**config.mk**
```make
export PLATFORM = sky130hd
export DESIGN_NAME = wb_cfg_slave
export DESIGN_NICKNAME = d
export VERILOG_FILES = /design/src/rtl/wb_cfg_pkg.sv /design/src/rtl/wb_cfg_decode.sv /design/src/rtl/wb_cfg_slave.sv
export SDC_FILE = /design/constraint.sdc
export NUM_CORES = 1
export LEC_CHECK = 0
export CAP_MARGIN = 15
export CORE_AREA = 2 2 194 196
export DETAILED_ROUTE_END_ITERATION = 8
export DIE_AREA = 0 0 196 198
export PLACE_DENSITY = 0.74
export SYNTH_ARGS = -nofsm -noshare
export SYNTH_HDL_FRONTEND = slang
export SYNTH_SLANG_ARGS = --single-unit
export TNS_END_PERCENT = 100
```
**constraint.sdc**
```tcl
create_clock -name clk_i -period 6 [get_ports clk_i]
set_clock_uncertainty 0.2 [all_clocks]
set_input_delay 0.6 -clock clk_i [delete_from_list [all_inputs] [get_ports clk_i]]
set_output_delay 0.6 -clock clk_i [all_outputs]
set_load 0.02 [all_outputs]
```
**src/rtl/wb_cfg_pkg.sv**
```systemverilog
// Shared constants and types for the Wishbone configuration slave.
// Build option: WB_CFG_PIPE_EN adds a registered address-decode stage.
package wb_cfg_pkg;

   localparam logic [8:0] CFG_OFFS   = 9'h000;
   localparam logic [8:0] STAT_OFFS  = 9'h100;
   localparam logic [8:0] WRCNT_OFFS = 9'h1F8;
   localparam logic [8:0] ID_OFFS    = 9'h1FC;

   localparam logic [31:0] ID_VALUE       = 32'h5146_0100;
   localparam logic [31:0] UNMAPPED_VALUE = 32'hDEAD_BEEF;

   typedef enum logic [1:0] {
      IDLE   = 2'd0,
      DECODE = 2'd1,
      ACK    = 2'd2
   } state_e;

   typedef struct packed {
      logic       hit_cfg;
      logic       hit_stat;
      logic       hit_wrcnt;
      logic       hit_id;
      logic [5:0] idx;
   } dec_t;

endpackage

```
**src/rtl/wb_cfg_decode.sv**
```systemverilog
// Combinational address decoder for the configuration slave window.
// Build option: WB_CFG_PIPE_EN (decoder is shared by both builds).
module wb_cfg_decode
   import wb_cfg_pkg::*;
#(
   parameter int                    ADDR_WIDTH    = 32,
   parameter int                    NUM_CFG_REGS  = 8,
   parameter int                    NUM_STAT_REGS = 4,
   parameter logic [ADDR_WIDTH-1:0] BASE_ADDR     = '0
) (
   input  logic [ADDR_WIDTH-1:0] addr_i,
   output logic                  hit_cfg_o,
   output logic                  hit_stat_o,
   output logic                  hit_wrcnt_o,
   output logic                  hit_id_o,
   output logic [5:0]            idx_o
);

   localparam logic [6:0] NCFG  = 7'(NUM_CFG_REGS);
   localparam logic [6:0] NSTAT = 7'(NUM_STAT_REGS);

   logic [ADDR_WIDTH-1:0] offs;
   logic                  in_range;
   logic [8:0]            loffs;
   logic                  unused_byte_lane;

   // Unsigned wrap makes addresses below BASE_ADDR land far out of range.
   assign offs     = addr_i - BASE_ADDR;
   assign in_range = offs < ADDR_WIDTH'(512);
   assign loffs    = offs[8:0];
   assign idx_o    = loffs[7:2];

   assign unused_byte_lane = ^loffs[1:0];

   always_comb begin
      hit_wrcnt_o = in_range && (loffs[8:2] == WRCNT_OFFS[8:2]);
      hit_id_o    = in_range && (loffs[8:2] == ID_OFFS[8:2]);
      hit_cfg_o   = in_range && (loffs[8] == CFG_OFFS[8])
                    && ({1'b0, idx_o} < NCFG);
      hit_stat_o  = in_range && (loffs[8] == STAT_OFFS[8])
                    && !hit_wrcnt_o && !hit_id_o
                    && ({1'b0, idx_o} < NSTAT);
   end

endmodule

```
**src/rtl/wb_cfg_slave.sv**
```systemverilog
// Wishbone classic slave holding queue-core config and status words.
// Build option: WB_CFG_PIPE_EN inserts a DECODE state before commit.
module wb_cfg_slave
   import wb_cfg_pkg::*;
#(
   parameter int                    DATA_WIDTH    = 32,
   parameter int                    ADDR_WIDTH    = 32,
   parameter int                    NUM_CFG_REGS  = 8,
   parameter int                    NUM_STAT_REGS = 4,
   parameter logic [ADDR_WIDTH-1:0] BASE_ADDR     = '0,
   parameter logic [NUM_CFG_REGS*DATA_WIDTH-1:0] CFG_RESET = '0
) (
   input  logic                                clk_i,
   input  logic                                rst_i,
   input  logic                                wb_cyc_i,
   input  logic                                wb_stb_i,
   input  logic                                wb_we_i,
   input  logic [ADDR_WIDTH-1:0]               wb_addr_i,
   input  logic [DATA_WIDTH-1:0]               wb_data_i,
   output logic [DATA_WIDTH-1:0]               wb_data_o,
   output logic                                wb_ack_o,
   output logic [NUM_CFG_REGS*DATA_WIDTH-1:0]  cfg_o,
   output logic [NUM_CFG_REGS-1:0]             cfg_wr_pulse_o,
   input  logic [NUM_STAT_REGS*DATA_WIDTH-1:0] stat_i
);

   state_e                  state_q, state_d;
   dec_t                    dec_live, cmt_dec;
   logic                    req;
   logic                    cmt_vld;
   logic                    cmt_we;
   logic [DATA_WIDTH-1:0]   cmt_wdata;
   logic [DATA_WIDTH-1:0]   cfg_q [NUM_CFG_REGS];
   logic [DATA_WIDTH-1:0]   cfg_d [NUM_CFG_REGS];
   logic [NUM_CFG_REGS-1:0] pulse_q, pulse_d;
   logic [DATA_WIDTH-1:0]   wr_cnt_q, wr_cnt_d;
   logic [DATA_WIDTH-1:0]   rdata_q, rdata_d;

   wb_cfg_decode #(
      .ADDR_WIDTH    (ADDR_WIDTH),
      .NUM_CFG_REGS  (NUM_CFG_REGS),
      .NUM_STAT_REGS (NUM_STAT_REGS),
      .BASE_ADDR     (BASE_ADDR)
   ) u_dec (
      .addr_i      (wb_addr_i),
      .hit_cfg_o   (dec_live.hit_cfg),
      .hit_stat_o  (dec_live.hit_stat),
      .hit_wrcnt_o (dec_live.hit_wrcnt),
      .hit_id_o    (dec_live.hit_id),
      .idx_o       (dec_live.idx)
   );

   // Strobe is only sampled from IDLE, so ACK never re-triggers.
   assign req = wb_cyc_i & wb_stb_i & (state_q == IDLE);

`ifdef WB_CFG_PIPE_EN
   localparam state_e REQ_NEXT = DECODE;

   dec_t                  dec_q, dec_d;
   logic                  we_q, we_d;
   logic [DATA_WIDTH-1:0] wdata_q, wdata_d;

   always_comb begin
      dec_d   = dec_q;
      we_d    = we_q;
      wdata_d = wdata_q;
      if (req) begin
         dec_d   = dec_live;
         we_d    = wb_we_i;
         wdata_d = wb_data_i;
      end
   end

   always_ff @(posedge clk_i) begin
      if (rst_i) begin
         dec_q   <= '0;
         we_q    <= 1'b0;
         wdata_q <= '0;
      end else begin
         dec_q   <= dec_d;
         we_q    <= we_d;
         wdata_q <= wdata_d;
      end
   end

   assign cmt_vld   = (state_q == DECODE);
   assign cmt_dec   = dec_q;
   assign cmt_we    = we_q;
   assign cmt_wdata = wdata_q;
`else
   localparam state_e REQ_NEXT = ACK;

   assign cmt_vld   = req;
   assign cmt_dec   = dec_live;
   assign cmt_we    = wb_we_i;
   assign cmt_wdata = wb_data_i;
`endif

   always_comb begin
      state_d = state_q;
      unique case (state_q)
         IDLE:    if (req) state_d = REQ_NEXT;
         DECODE:  state_d = ACK;
         ACK:     state_d = IDLE;
         default: state_d = IDLE;
      endcase
   end

   always_comb begin
      cfg_d    = cfg_q;
      pulse_d  = '0;
      wr_cnt_d = wr_cnt_q;
      rdata_d  = rdata_q;
      if (cmt_vld) begin
         if (cmt_we) begin
            // Ignored writes still count as accepted.
            wr_cnt_d = wr_cnt_q + DATA_WIDTH'(1);
            for (int i = 0; i < NUM_CFG_REGS; i++) begin
               if (cmt_dec.hit_cfg && cmt_dec.idx == 6'(i)) begin
                  cfg_d[i]   = cmt_wdata;
                  pulse_d[i] = 1'b1;
               end
            end
         end else begin
            rdata_d = UNMAPPED_VALUE;
            for (int i = 0; i < NUM_CFG_REGS; i++) begin
               if (cmt_dec.hit_cfg && cmt_dec.idx == 6'(i))
                  rdata_d = cfg_q[i];
            end
            for (int j = 0; j < NUM_STAT_REGS; j++) begin
               if (cmt_dec.hit_stat && cmt_dec.idx == 6'(j))
                  rdata_d = stat_i[j*DATA_WIDTH +: DATA_WIDTH];
            end
            if (cmt_dec.hit_wrcnt) rdata_d = wr_cnt_q;
            if (cmt_dec.hit_id)    rdata_d = ID_VALUE;
         end
      end
   end

   always_ff @(posedge clk_i) begin
      if (rst_i) begin
         state_q  <= IDLE;
         pulse_q  <= '0;
         wr_cnt_q <= '0;
         rdata_q  <= '0;
         for (int i = 0; i < NUM_CFG_REGS; i++)
            cfg_q[i] <= CFG_RESET[i*DATA_WIDTH +: DATA_WIDTH];
      end else begin
         state_q  <= state_d;
         pulse_q  <= pulse_d;
         wr_cnt_q <= wr_cnt_d;
         rdata_q  <= rdata_d;
         cfg_q    <= cfg_d;
      end
   end

   always_comb begin
      for (int i = 0; i < NUM_CFG_REGS; i++)
         cfg_o[i*DATA_WIDTH +: DATA_WIDTH] = cfg_q[i];
   end

   assign wb_ack_o       = (state_q == ACK);
   assign wb_data_o      = rdata_q;
   assign cfg_wr_pulse_o = pulse_q;

endmodule

```
Yosys cells after proc, flatten, opt, wreduce, memory -nomap -nowiden:

Index checks and enable logic that the tools add are counted.

* bitwise logic cells: 5
* $add $sub $neg: 1
* muxes and demuxes: 24
* shift-type cells: 0
* multipliers: 0
* reduce and logical (&&, ||, !) cells: 35
* div/mod/pow operators: 0
* $lt $le $gt $ge: 3
* equal/unequal tests: 12

Operators with widths (count)
* $mux 32: 14
* $add 32x1->32 const B: 1
* $lt 32x10->1 const B: 1
* $eq 6x3->1 const B: 4
* $reduce_and 3->1: 8
* $logic_and 1x1->1: 20
* $eq 7x7->1 const B: 2
* $eq 6x2->1 const B: 2
* $mux 1: 8
* $eq 6x1->1 const B: 1
* $logic_not 6->1: 1
* $lt 6x3->1 const B: 1
* $lt 6x4->1 const B: 1
* $pmux 2 s2: 1
* $reduce_and 2->1: 2
* $not 1->1: 3
* $reduce_or 3->1: 1
* $and 1x1->1: 2
* $eq 2x1->1 const B: 1
* $eq 2x2->1 const B: 1
* $logic_not 1->1: 2
* $logic_not 2->1: 1
* $mux 2: 1
* $ne 2x2->1 const B: 1

* output and inout bits: 297
* register bits: 330
* logic and storage cells: 92
* latch bits: 0
* ROM bits: 0
* bits in writable memories: 0
* memories kept: 0
* input bits: 197

Longest topological paths before layout:

Gate-level depths: netlist of run 1.

* word-level depth: 18
* mapped depth: 10

Cells and area by module:

Synthesis of run 1 repeated with hierarchy kept, for this count alone.

* cells, all modules: 2085
* area total of the unflattened synthesis: 16311.9 µm²

By module, submodules not included
* wb_cfg_slave: area each 16158.0 µm², seq. area each 6586.3 µm², times used 1, cells each 2062
* wb_cfg_decode: area each 153.9 µm², seq. area each 0.0 µm², times used 1, cells each 23

Worst setup path after synthesis of run 1:

OpenSTA, ideal clock, no wires.

* path kind: input -> register
* start: input wb_addr_i[27]
* end: register rdata_q[1] (netlist: wb_data_o[1])
* required time: 5.678 ns
* slack: 2.876 ns
* cell stages on the path: 9
* arrival: 2.803 ns
* path through: or4_1 clkbuf_1 or2_1 or4_1 buf_2 buf_2 o22ai_1 a211oi_1 a221o_1

* cells in the longest elaborated chain, start to end: 18

RTL lines
* start: declaration: RTL line wb_cfg_slave.sv:18 `input logic [ADDR_WIDTH-1:0] wb_addr_i,`
* $lt 32x10->1 (*): RTL line wb_cfg_decode.sv:29 `assign in_range = offs < ADDR_WIDTH'(512);`
* $logic_and 1x1->1: RTL line wb_cfg_decode.sv:38 `hit_cfg_o = in_range && (loffs[8] == CFG_OFFS[8])`
* $logic_and 1x1->1: RTL line wb_cfg_decode.sv:39 `&& ({1'b0, idx_o} < NCFG);`
* $logic_and 1x1->1: RTL line wb_cfg_slave.sv:127 `if (cmt_dec.hit_cfg && cmt_dec.idx == 6'(i))`
* $mux 32 (8 in series): RTL line wb_cfg_slave.sv:127
* $mux 32 (4 in series): RTL line wb_cfg_slave.sv:131 `if (cmt_dec.hit_stat && cmt_dec.idx == 6'(j))`
* $mux 32: RTL line wb_cfg_slave.sv:134 `if (cmt_dec.hit_wrcnt) rdata_d = wr_cnt_q;`
* $mux 32 (*): RTL line wb_cfg_slave.sv:135 `if (cmt_dec.hit_id) rdata_d = ID_VALUE;`
* end signal: assignment: RTL line wb_cfg_slave.sv:152 `rdata_q <= rdata_d;`
* end: declaration: RTL line wb_cfg_slave.sv:37 `logic [DATA_WIDTH-1:0] rdata_q, rdata_d;`

Every way passes the cells marked *; elsewhere a longest branch is shown, timed or not.
A chain may end at the register's enable or synchronous reset.

Worst setup path after layout of run 1:

* start: input wb_addr_i[29]
* end: register rdata_q[14] (netlist: wb_data_o[14])

Same word-level chain as after synthesis.

==> metrics.md, run 1 <==
| Metric | Value |
|---|---|
| Initial detailed-routing violation count | 1,622 |
| Slowest CP cell | or4_1 |
| Top FF cell, synth | dfxtp_1 |
| Final worst-path setup slack | 2.06 ns |
| Fin. Hold Viols | 0 |
| Die area | 38,800 µm² |
| Sw Ratio | 23.5% |
| Overall Power | 4900 µW |
| Worst Path Arrival | 4.13 ns |
| Initial Utilization | 41.8% |
| Post-Synth XOR/XNOR Area | 1.47% |
| Core Rows | 71 |
| TritonCTS buffer count | 36 |
| Worst-path cell chain | clkdlybuf4s50_1 > or4_1 > or4_1 > nor2_2 > buf_4 > a22oi_1 > o22ai_1 > a22oi_1 |
| Crit path time final | 3.94 ns |
| Routed via count | 17,000 |
| Placeable Area | 37,000 µm² |
| Top-count cell post-synth | nand2_1 |
| CTS Hold Buffers Added | 0 |
| Family with the most delay on the worst path | simple AND/OR/NAND/NOR gates |
| Setup Viol. Count Final | 0 |
| Critical path capture point type | flip-flop |
| Die X | 196 µm |
| P per Cell Area | 225 nW/µm² |
| RSZ-0062 raised after global routing | false |
| Max Fanout on Critical Path | 15 |
| Initial antenna violation count | 5 |
| Clock transition at path regs | 0.06 ns |
| CTS root buffer | clkbuf_16 |
| Critical Path Source Type | input pin |
| Max VDD drop | 0.178 mV |
| Layout cells sized above 1 | 7.93% |
| Synthesized flop and latch total | 329 |
| Worst slew pin tran | 1.19 ns |
| Buf+Inv Stages, Crit Path | 2 |
| Worst slew margin | 20.1% |
| Post-synthesis sequential area ratio | 42.6% |
| Worst path required time | 6.19 ns |
| Main combinational cell family by area after synthesis | simple AND/OR/NAND/NOR gates |
| Largest net degree at the start of global routing | 158 |
| CP Class | input pin to flip-flop |
| Comb pwr share | 8.1% |
| Leading area contributor after synthesis | dfxtp_1 |
| Syn. warnings | 0 |
| Syn Std Cell Area | 15,500 µm² |
| Routed len/inst | 25.3 µm |
| Final Max Tran Viols | 0 |
| Reg power frac | 45.0% |
| Total net switching power | 1150 µW |
| TritonRoute pass-1 iters | 5 |
| Post-synth top cells | nand2_1, dfxtp_1, a21oi_1 |
| Ports | 494 |
| Pleak | 0.00728 µW |
| Ys async rst share | 0% |
| Final Routed Wirelength | 72,000 µm |
| Outcome | finished, final reports clean |
| Mapped Nets | 2,167 |
| Fillers | 3,278 |
| Post-synthesis compound-gate area fraction | 19.5% |
| Clock Power Share | 46.9% |
| Worst path max stage delay | 0.75 ns |
| HP Class | flip-flop to flip-flop |
| Final setup TNS | 0 ns |
| Wire length of the first global-routing pass | 104,000 µm |
| Share of the synthesized area in the top cell type | 42.6% |
| Clock buffer depth | 3 |
| Area share of and/or/nand/nor cells after synthesis | 22.6% |
| Area Overhead vs Synth | 41.1% |
| Fin nets | 2,545 |
| Die span in y | 198 µm |
| CTS tree | yes |
| Post-Syn Instances | 1,969 |
| Drt drc | 0 |
| Pint | 3750 µW |
| Max-cap viol count | 0 |
| Post-Syn Area per Cell | 7.85 µm² |
| PortBufs | 491 |
| Fin util | 59.0% |
| Synth Area in Adders | 0.0810% |
| Clk sinks | 329 |
| Final period util | 65.7% |
| Max Clk Rate | 254 MHz |
| Vias per cell | 5.96 |
| # Post-CTS Setup Buffers | 0 |
| Post-DP HPWL | 48,800 µm |
| Routability cong. | 0.927 |
| Global Route Usage Sum | 35.7% |
| Post-synth EDFFs | 0 |
| Clock Latency Late Sink | 0.53 ns |
| Number of global-route vias before repair | 16,500 |
| Max H-tree Level | 2 |
| Mux contribution to synthesized area | 8.25% |
| Post-synth cell types | 60 |
| GRT overflow | 0 |
| Synth area leaders | dfxtp_1, nand2_1, a21oi_1 |
| CTS resizes | 0 |
| DP Worst Slack | 1.63 ns |
| Detail Route Antenna Nets | 0 |
[routing by layer]
layer  vias up  routed length [µm]  GRT usage, %
li1       7583                   -             -
met5         -                  32             0
met3       207                8190          9.62
met4         4                3380          16.7
met2      1052               33200          57.9
met1      8129               27200          44.2
[state kept, by name (all words and copies together), names as in the netlist]
signal / flops
cfg_o: 256
wb_data_o: 32
wr_cnt_q: 32
cfg_wr_pulse_o: 8
state_q: 1
[kinds of logic (layout without fill, tap and decap cells)]
logic type	count (synthesis)	in the layout
simple gates	815	815
mux	91	91
xor+xnor	26	26
fa+ha+maj	1	1
compound gates	503	503
other cells	0	3
buf+inv	204	607
flops	329	329
[cells in the final DEF, fill, tap and decap left out, types with 5 or more instances in the layout]
cell	n
mux4_2	26
o21ai_0	40
nand2b_1	9
clkinv_2	7
inv_1	11
xor2_1	20
o22a_1	12
nor2_1	78
mux2i_1	34
nand3_2	6
buf_4	42
nand2_1	574
a22oi_1	19
and3_1	10
a31oi_1	7
nor3_1	15
o211ai_1	6
a21oi_1	291
xnor2_1	6
and4_1	6
clkdlybuf4s50_1	487
or3_1	13
nand4_1	20
mux2_2	31
a2bb2oi_1	7
o221ai_1	21
nand3_1	27
nor3_4	5
clkbuf_1	7
or4_1	7
clkbuf_8	7
o22ai_1	33
dfxtp_1	329
nor2b_1	9
o31ai_1	14
clkbuf_16	36
a211oi_1	12
nor4_1	12
o2bb2ai_1	15
[final cells by class]
type                    count  area, µm²  area share (%)
repair buffers            533       5240            24.0
clock buffers              50       1020            4.69
diodes                      3       7.51          0.0344
flip-flops and latches    329       6590            30.2
inverters                  11       41.3           0.189
well taps                 474        593            2.72
clock inverters            13        180           0.826
multi-input cells        1436       8130            37.3
[tightest hold or removal path: cells and delay by family (launching register included)]
family	cells	cell delay, ns
DFF	1	0.31
and+or+nand+nor	1	0.05
AOI/OAI and AO/OA	1	0.05
[per-stage QoR]
| step | cell area [µm²] | hold slack [ns] | std cells |
|---|---|---|---|
| final | 21800 | 0.265 | 2849 |
| after global routing | 21800 | 0.287 | 2849 |
| after CTS | 21800 | 0.268 | 2846 |
| after detailed placement | 20600 | 0.260 | 2783 |
| after global placement | 20600 | 0.248 | 2783 |
| after floorplan | 15500 | 0.267 | 1969 |
[path summary, 6_finish.rpt]
| path | from | end | slack, ns | cells after the start |
|---|---|---|---|---|
| max reg2reg | state_q[1] | wr_cnt_q[31] | 2.62 | 6 |
| min | cfg_o[200] | cfg_o[200] | 0.27 | 2 |
| min reg2reg | cfg_o[200] | cfg_o[200] | 0.27 | 2 |
| max | wb_addr_i[29] | wb_data_o[14] | 2.06 | 8 |
[power by group through the flow]
stage          combinational (µW)  clock [µW]  sequential (µW)
3_3_place_gp                  390           0             2250
6_report                      399        2300             2200
4_1_cts                       395        2300             2200
3_5_place_dp                  393           0             2250
5_1_grt                       418        2400             2200
2_1_floorplan                 165           0             2260
Power figures use the tool's default switching activity.
==> inputs of run 2 (changes only) <==
Settings changed: CORE_AREA 2 2 194 196 to 2 2 195 197, DIE_AREA 0 0 196 198 to 0 0 197 199, PLACE_DENSITY 0.74 to 0.76.
Clock period 6 ns to 3.4 ns, I/O delays scaled along.
==> run 2 against run 1 <==
Via count increased by 1.2%; clock power increased by 64%; largest cell class unchanged; first-iteration DRC count increased by 12%; sequential cell count unchanged; register-to-register slack got worse by 1.9 ns; combinational power increased by 81%.
==> metrics.md, run 2 (synthesis results as in run 1) <==
| Metric | Value |
|---|---|
| Setup Viol. Count Final | 0 (unchanged) |
| Max Fanout on Critical Path | 6 (was 15) |
| P per Cell Area | 374 nW/µm² (was 225 nW/µm²) |
| TritonRoute pass-1 iters | 5 (unchanged) |
| GRT overflow | 0 (unchanged) |
| Commonest cells after routing, fill and taps aside | nand2_1, clkdlybuf4s50_1, dfxtp_1, a21oi_1, nor2_1 (unchanged) |
| Overall Power | 8390 µW (was 4900 µW) |
| Reg2reg end | wr_cnt_q[31] (unchanged) |
| Critical Path Sink | wb_data_o[14] (unchanged) |
| Worst Path Arrival | 3.19 ns (was 4.13 ns) |
| Worst-path cell chain | clkdlybuf4s50_1 > or4_1 > or4_1 > nor2_2 > buf_12 > a22oi_1 > o22ai_1 > a22oi_1 (was clkdlybuf4s50_1 > or4_1 > or4_1 > nor2_2 > buf_4 > a22oi_1 > o22ai_1 > a22oi_1) |
| PortBufs | 491 (unchanged) |
| Core Rows | 71 (unchanged) |
| Worst path max stage delay | 0.73 ns (was 0.75 ns) |
| Max reg flops | 256 (unchanged) |
| Buf+Inv Stages, Crit Path | 2 (unchanged) |
| Wire length of the first global-routing pass | 104,000 µm (about the same) |
| CTS root buffer | clkbuf_16 (unchanged) |
| FF/Latch Area | 6590 µm² (unchanged) |
| Critical path capture point type | flip-flop (unchanged) |
| Routed len/inst | 24.7 µm (was 25.3 µm) |
| Initial antenna violation count | 4 (was 5) |
| Post-route cell area | 22,400 µm² (was 21,800 µm²) |
| CTS resizes | 0 (unchanged) |
| Critical Path Source Type | input pin (unchanged) |
| Vias per cell | 5.93 (was 5.96) |
| Routed via count | 17,200 (was 17,000) |
| Origin of the worst setup path | wb_addr_i[26] (was wb_addr_i[29]) |
| CTS tree | yes (unchanged) |
| Clock Latency Late Sink | 0.53 ns (about the same) |
| Pleak | 0.00762 µW (was 0.00728 µW) |
| Placeable Area | 37,100 µm² (was 37,000 µm²) |
| Max Clk Rate | 333 MHz |
| Number of global-route vias before repair | 16,900 (was 16,500) |
| Drt drc | 0 (unchanged) |
| Max VDD drop | 0.319 mV (was 0.178 mV) |
| Routability cong. | 0.962 (was 0.927) |
| Area Overhead vs Synth | 45.3% (was 41.1%) |
| Largest net degree at the start of global routing | 157 (was 158) |
| Initial detailed-routing violation count | 1,811 (was 1,622) |
| Worst r2r src | wr_cnt_q[4] (was state_q[1]) |
| Initial Utilization | 41.6% (was 41.8%) |
| Slowest CP cell | or4_1 (unchanged) |
| Max-cap viol count | 0 (unchanged) |
| Die span in y | 199 µm (was 198 µm) |
| Ports | 494 (unchanged) |
| Die X | 197 µm (was 196 µm) |
| Worst path required time | 3.58 ns (was 6.19 ns) |
| Worst slew pin tran | 1.06 ns (was 1.19 ns) |
| Placed instance area | 21,300 µm² (was 20,600 µm²) |
| R2r setup slk | 0.70 ns (was 2.62 ns) |
| Worst slew margin | 29.6% (was 20.1%) |
| Layout cells sized above 1 | 9.83% (was 7.93%) |
| Post-DP HPWL | 50,900 µm (was 48,800 µm) |
| Max H-tree Level | 2 (unchanged) |
| WP depth | 8 (unchanged) |
| R2R cell count | 7 (was 6) |
| Fin nets | 2,598 (was 2,545) |
| Fin. Hold Viols | 0 (unchanged) |
| Final period util | 88.4% |
| Family with the most delay on the worst path | simple AND/OR/NAND/NOR gates (unchanged) |
| TritonCTS buffer count | 36 (unchanged) |
| # Post-CTS Setup Buffers | 0 (unchanged) |
| Fillers | 3,209 (was 3,278) |
| HP Class | input pin to flip-flop (was flip-flop to flip-flop) |
| Final Routed Wirelength | 71,600 µm (was 72,000 µm) |
| Crit path time final | 3.01 ns |
| Commonest non-fill, non-tap cell in the layout | nand2_1 (unchanged) |
| Outcome | finished, final reports clean (unchanged) |
| Final Max Tran Viols | 0 (unchanged) |
| Clock buffer depth | 3 (unchanged) |
| CP Class | input pin to flip-flop (unchanged) |
| Detail Route Antenna Nets | 0 (unchanged) |
| Clk sinks | 329 (unchanged) |
| Footprint of the multi-input gates | 8130 µm² (about the same) |
| Global Route Usage Sum | 35.3% (was 35.7%) |
| Die area | 39,200 µm² (was 38,800 µm²) |
| RSZ-0062 raised after global routing | false (unchanged) |
| Clock transition at path regs | 0.06 ns (about the same) |
## run 2: changes by cell type in the layout (fill, tap and decap cells not counted), sizes merged
| cell | change |
|---|---|
| clkinvlp | +1 |
| bufinv | -3 |
| dlygate4sd3 | +1 |
| buf | +52 |
| clkinv | +1 |
| clkbuf | -2 |
| diode | -2 |
## run 2: metrics by stage
step	hold slack (ns)	worst slack, ns	std cells	utilization [%]	TNS [ns]
floorplan	0.267	0.536	1969	-	0
global placement	0.248	-0.0410	2835	57.4	-0.0909
detailed placement	0.258	-0.0660	2835	57.4	-0.284
CTS	0.170	0.466	2896	60.4	0
global route	0.195	0.275	2897	60.4	0
finish	0.188	0.394	2897	60.4	0
## run 2: worst min-delay path by stage
| stage | slack [ns] | end | cells past startpoint | from |
|---|---|---|---|---|
| floorplan | 0.27 | wr_cnt_q[22] | 2 | wr_cnt_q[22] |
| global placement | 0.25 | wb_data_o[29] | 2 | wb_data_o[29] |
| detailed placement | 0.26 | cfg_o[150] | 2 | cfg_o[150] |
| CTS | 0.17 | cfg_wr_pulse_o[5] | 3 | wb_addr_i[2] |
| global route | 0.20 | cfg_wr_pulse_o[5] | 3 | wb_addr_i[2] |
| finish | 0.19 | cfg_wr_pulse_o[5] | 3 | wb_addr_i[2] |
## run 2: final cells by class
| cell class | instances | share of cell area (%) |
|---|---|---|
| Timing Repair Buffer | 586 | 26.6 |
| Clock buffer | 48 | 4.53 |
| Antenna cell | 1 | 0.0111 |
| Tap cell | 474 | 2.64 |
| Clock inverter | 12 | 0.457 |
| Multi-Input combinational cell | 1436 | 36.2 |
| Inverter | 11 | 0.184 |
| Sequential cell | 329 | 29.3 |
## run 2: layer usage
| layer | track usage [%] | part of all wire [%] | vias up |
|---|---|---|---|
| met1 | 43.1 | 38 | 8070 |
| met5 | 0 | 0.038 | - |
| li1 | - | - | 7690 |
| met3 | 9.33 | 11 | 244 |
| met4 | 19.5 | 5.6 | 4 |
| met2 | 57.0 | 46 | 1169 |
## run 2: repair_timing
item / in CTS / in global routing
endpoints found under the setup margin: 0 / 0
hold buffers: 1 / 0
endpoints found under the hold margin: 20 / 0
## run 2: tightest hold or removal path: stages
cell and delay, ns:
buf_6 0.19, nand2b_1 0.23, nor4_1 0.07
## run 2: power by group
part           switching [µW]  internal (µW)
registers                13.6           3870
logic                     383            339
clock network            1610           2170
total                    2010           6390
==> inputs of run 3 (changes only) <==
Settings changed: CORE_AREA 2 2 195 197 to 2 2 214 216, CTS_BUF_LIST from default to sky130_fd_sc_hd__clkbuf_16, DIE_AREA 0 0 197 199 to 0 0 216 218, PLACE_DENSITY 0.76 to 0.65, TNS_END_PERCENT 100 to 20.
==> run 3 against run 2 <==
Combinational power is 3% higher; largest power group unchanged; routed wire length is 6.6% higher; core utilization is 9.6 points lower; non-clock buffer count is 23 higher; critical endpoint is now wb_data_o[5].
==> metrics.md, run 3 (synthesis results as in run 1) <==
| Metric | Value |
|---|---|
| Max Clk Rate | 340 MHz (was 333 MHz) |
| Critical path capture point type | flip-flop (unchanged) |
| CTS Hold Buffers Added | 1 (unchanged) |
| P per Cell Area | 367 nW/µm² (was 374 nW/µm²) |
| Vias per cell | 5.56 (was 5.93) |
| Worst slew pin tran | 1.12 ns (was 1.06 ns) |
| Hold Slack | 0.243 ns (was 0.188 ns) |
| Critical Path Source Type | input pin (unchanged) |
| Detail Route Antenna Nets | 0 (unchanged) |
| Outcome | finished, final reports clean (unchanged) |
| GRT overflow | 0 (unchanged) |
| Routed via count | 16,900 (was 17,200) |
| Fin nets | 2,622 (was 2,598) |
| Worst path required time | 3.62 ns (was 3.58 ns) |
| Clock transition at path regs | 0.06 ns (about the same) |
| Die area | 47,100 µm² (was 39,200 µm²) |
| TritonRoute pass-1 iters | 5 (unchanged) |
| TritonCTS buffer count | 37 (was 36) |
| Layout cells sized above 1 | 10.3% (was 9.83%) |
| Largest net degree at the start of global routing | 171 (was 157) |
| Footprint of the multi-input gates | 8140 µm² (was 8130 µm²) |
| Initial antenna violation count | 2 (was 4) |
| Final Routed Wirelength | 76,300 µm (was 71,600 µm) |
| Worst slew margin | 25.4% (was 29.6%) |
| Fillers | 4,141 (was 3,209) |
| Area Overhead vs Synth | 47.6% (was 45.3%) |
| Setup Viol. Count Final | 0 (unchanged) |
| Overall Power | 8360 µW (was 8390 µW) |
| CTS tree | yes (unchanged) |
| Final period util | 86.6% (was 88.4%) |
| WHS Path Cells | 3 (unchanged) |
| Worst Path Arrival | 3.17 ns (was 3.19 ns) |
| Global Route Usage Sum | 31.1% (was 35.3%) |
| Clock buffer depth | 3 (unchanged) |
| CTS resizes | 0 (unchanged) |
| Reg2reg end | wr_cnt_q[18] (was wr_cnt_q[31]) |
| Hold_sp | wb_stb_i (was wb_addr_i[2]) |
| CP Class | input pin to flip-flop (unchanged) |
| Commonest non-fill, non-tap cell in the layout | nand2_1 (unchanged) |
| Commonest cells after routing, fill and taps aside | nand2_1, clkdlybuf4s50_1, dfxtp_1, a21oi_1, buf_4 (was nand2_1, clkdlybuf4s50_1, dfxtp_1, a21oi_1, nor2_1) |
| Post-DP HPWL | 54,600 µm (was 50,900 µm) |
| Clock Latency Late Sink | 0.56 ns (was 0.53 ns) |
| Die X | 216 µm (was 197 µm) |
| Ports | 494 (unchanged) |
| Post-route cell area | 22,800 µm² (was 22,400 µm²) |
| Max reg flops | 256 (unchanged) |
| RSZ-0062 raised after global routing | false (unchanged) |
| # diodes | 0 (was 1) |
| Number of global-route vias before repair | 16,200 (was 16,900) |
| Final Max Tran Viols | 0 (unchanged) |
| Routed len/inst | 25.0 µm (was 24.7 µm) |
| Core Rows | 78 (was 71) |
| Initial detailed-routing violation count | 1,635 (was 1,811) |
| Placed instance area | 21,700 µm² (was 21,300 µm²) |
| Worst r2r src | wr_cnt_q[4] (unchanged) |
| Routability cong. | 0.934 (was 0.962) |
| PortBufs | 491 (unchanged) |
| HP Class | input pin to flip-flop (unchanged) |
| Initial Utilization | 34.4% (was 41.6%) |
| Worst Hold Path EP | state_q[1] (was cfg_wr_pulse_o[5]) |
| FF/Latch Area | 6590 µm² (unchanged) |
| R2r setup slk | 0.79 ns (was 0.70 ns) |
| Crit path time final | 2.94 ns (was 3.01 ns) |
| R2R cell count | 6 (was 7) |
| Max-cap viol count | 0 (unchanged) |
| Final setup TNS | 0 ns (unchanged) |
| Drt drc | 0 (unchanged) |
| CTS root buffer | clkbuf_16 (unchanged) |
| Die span in y | 218 µm (was 199 µm) |
| # Post-CTS Setup Buffers | 0 (unchanged) |
| Placeable Area | 44,900 µm² (was 37,100 µm²) |
| Clk sinks | 329 (unchanged) |
| Max Fanout on Critical Path | 11 (was 6) |
| Pleak | 0.00778 µW (was 0.00762 µW) |
| Max VDD drop | 0.288 mV (was 0.319 mV) |
| Wire length of the first global-routing pass | 109,000 µm (was 104,000 µm) |
| Fin. Hold Viols | 0 (unchanged) |
| Max H-tree Level | 2 (unchanged) |
run 3: cell types whose count changed in the layout (fill, tap and decap cells not counted), sizes merged:
| cell | previous run | this run |
|---|---|---|
| clkinvlp | 1 | 0 |
| bufinv | 1 | 0 |
| clkbuf | 48 | 39 |
| buf | 98 | 121 |
| diode | 1 | 0 |
| inv | 12 | 25 |
| clkinv | 9 | 12 |
run 3: worst max-delay path, stage by stage:
cell,delay (ns)
clkdlybuf4s50_1,0.46
or4_1,0.69
nor4_4,0.29
buf_4,0.19
nand3_2,0.17
buf_4,0.28
buf_4,0.19
o221ai_1,0.42
o31ai_1,0.12
run 3: worst max path at each step:
stage	start	end
floorplan	wb_addr_i[27]	wb_data_o[1]
global placement	wb_addr_i[25]	wb_data_o[26]
CTS	wb_addr_i[25]	wb_data_o[26]
finish	wb_addr_i[25]	wb_data_o[5]
detailed placement	wb_addr_i[25]	wb_data_o[26]
global route	wb_addr_i[25]	wb_data_o[13]
run 3: area by class of cell:
| cell class | instances | area share [%] |
|---|---|---|
| multi-input cells | 1436 | 35.7 |
| flip-flops and latches | 329 | 28.9 |
| repair buffers | 609 | 27.2 |
| clock buffers | 39 | 4.28 |
| well taps | 600 | 3.29 |
| clock inverters | 26 | 0.466 |
| inverters | 11 | 0.181 |
run 3: metrics by stage:
stage | cells | worst slack [ns] | util [%]
finish | 3050 | 0.456 | 50.8
global placement | 2984 | -0.0472 | 48.4
CTS | 3050 | 0.481 | 50.8
floorplan | 1969 | 0.536 | -
global route | 3050 | 0.323 | 50.8
detailed placement | 2984 | -0.0882 | 48.4
run 3: report_power, final:
part | leakage (µW) | internal (µW) | total, µW | switching [µW]
clock | 0.000580 | 2060 | 3740 | 1680
sequential | 0.00265 | 3870 | 3890 | 12.6
combinational | 0.00455 | 346 | 743 | 397
run 3: layer usage:
| metal | up-vias | GRT usage (%) | part of all wire [%] |
|---|---|---|---|
| li1 | 7741 | - | - |
| met1 | 8142 | 40.1 | 41 |
| met5 | - | 0 | 0.039 |
| met2 | 916 | 51.3 | 46 |
| met3 | 142 | 6.76 | 9.3 |
| met4 | 4 | 11.1 | 3.3 |
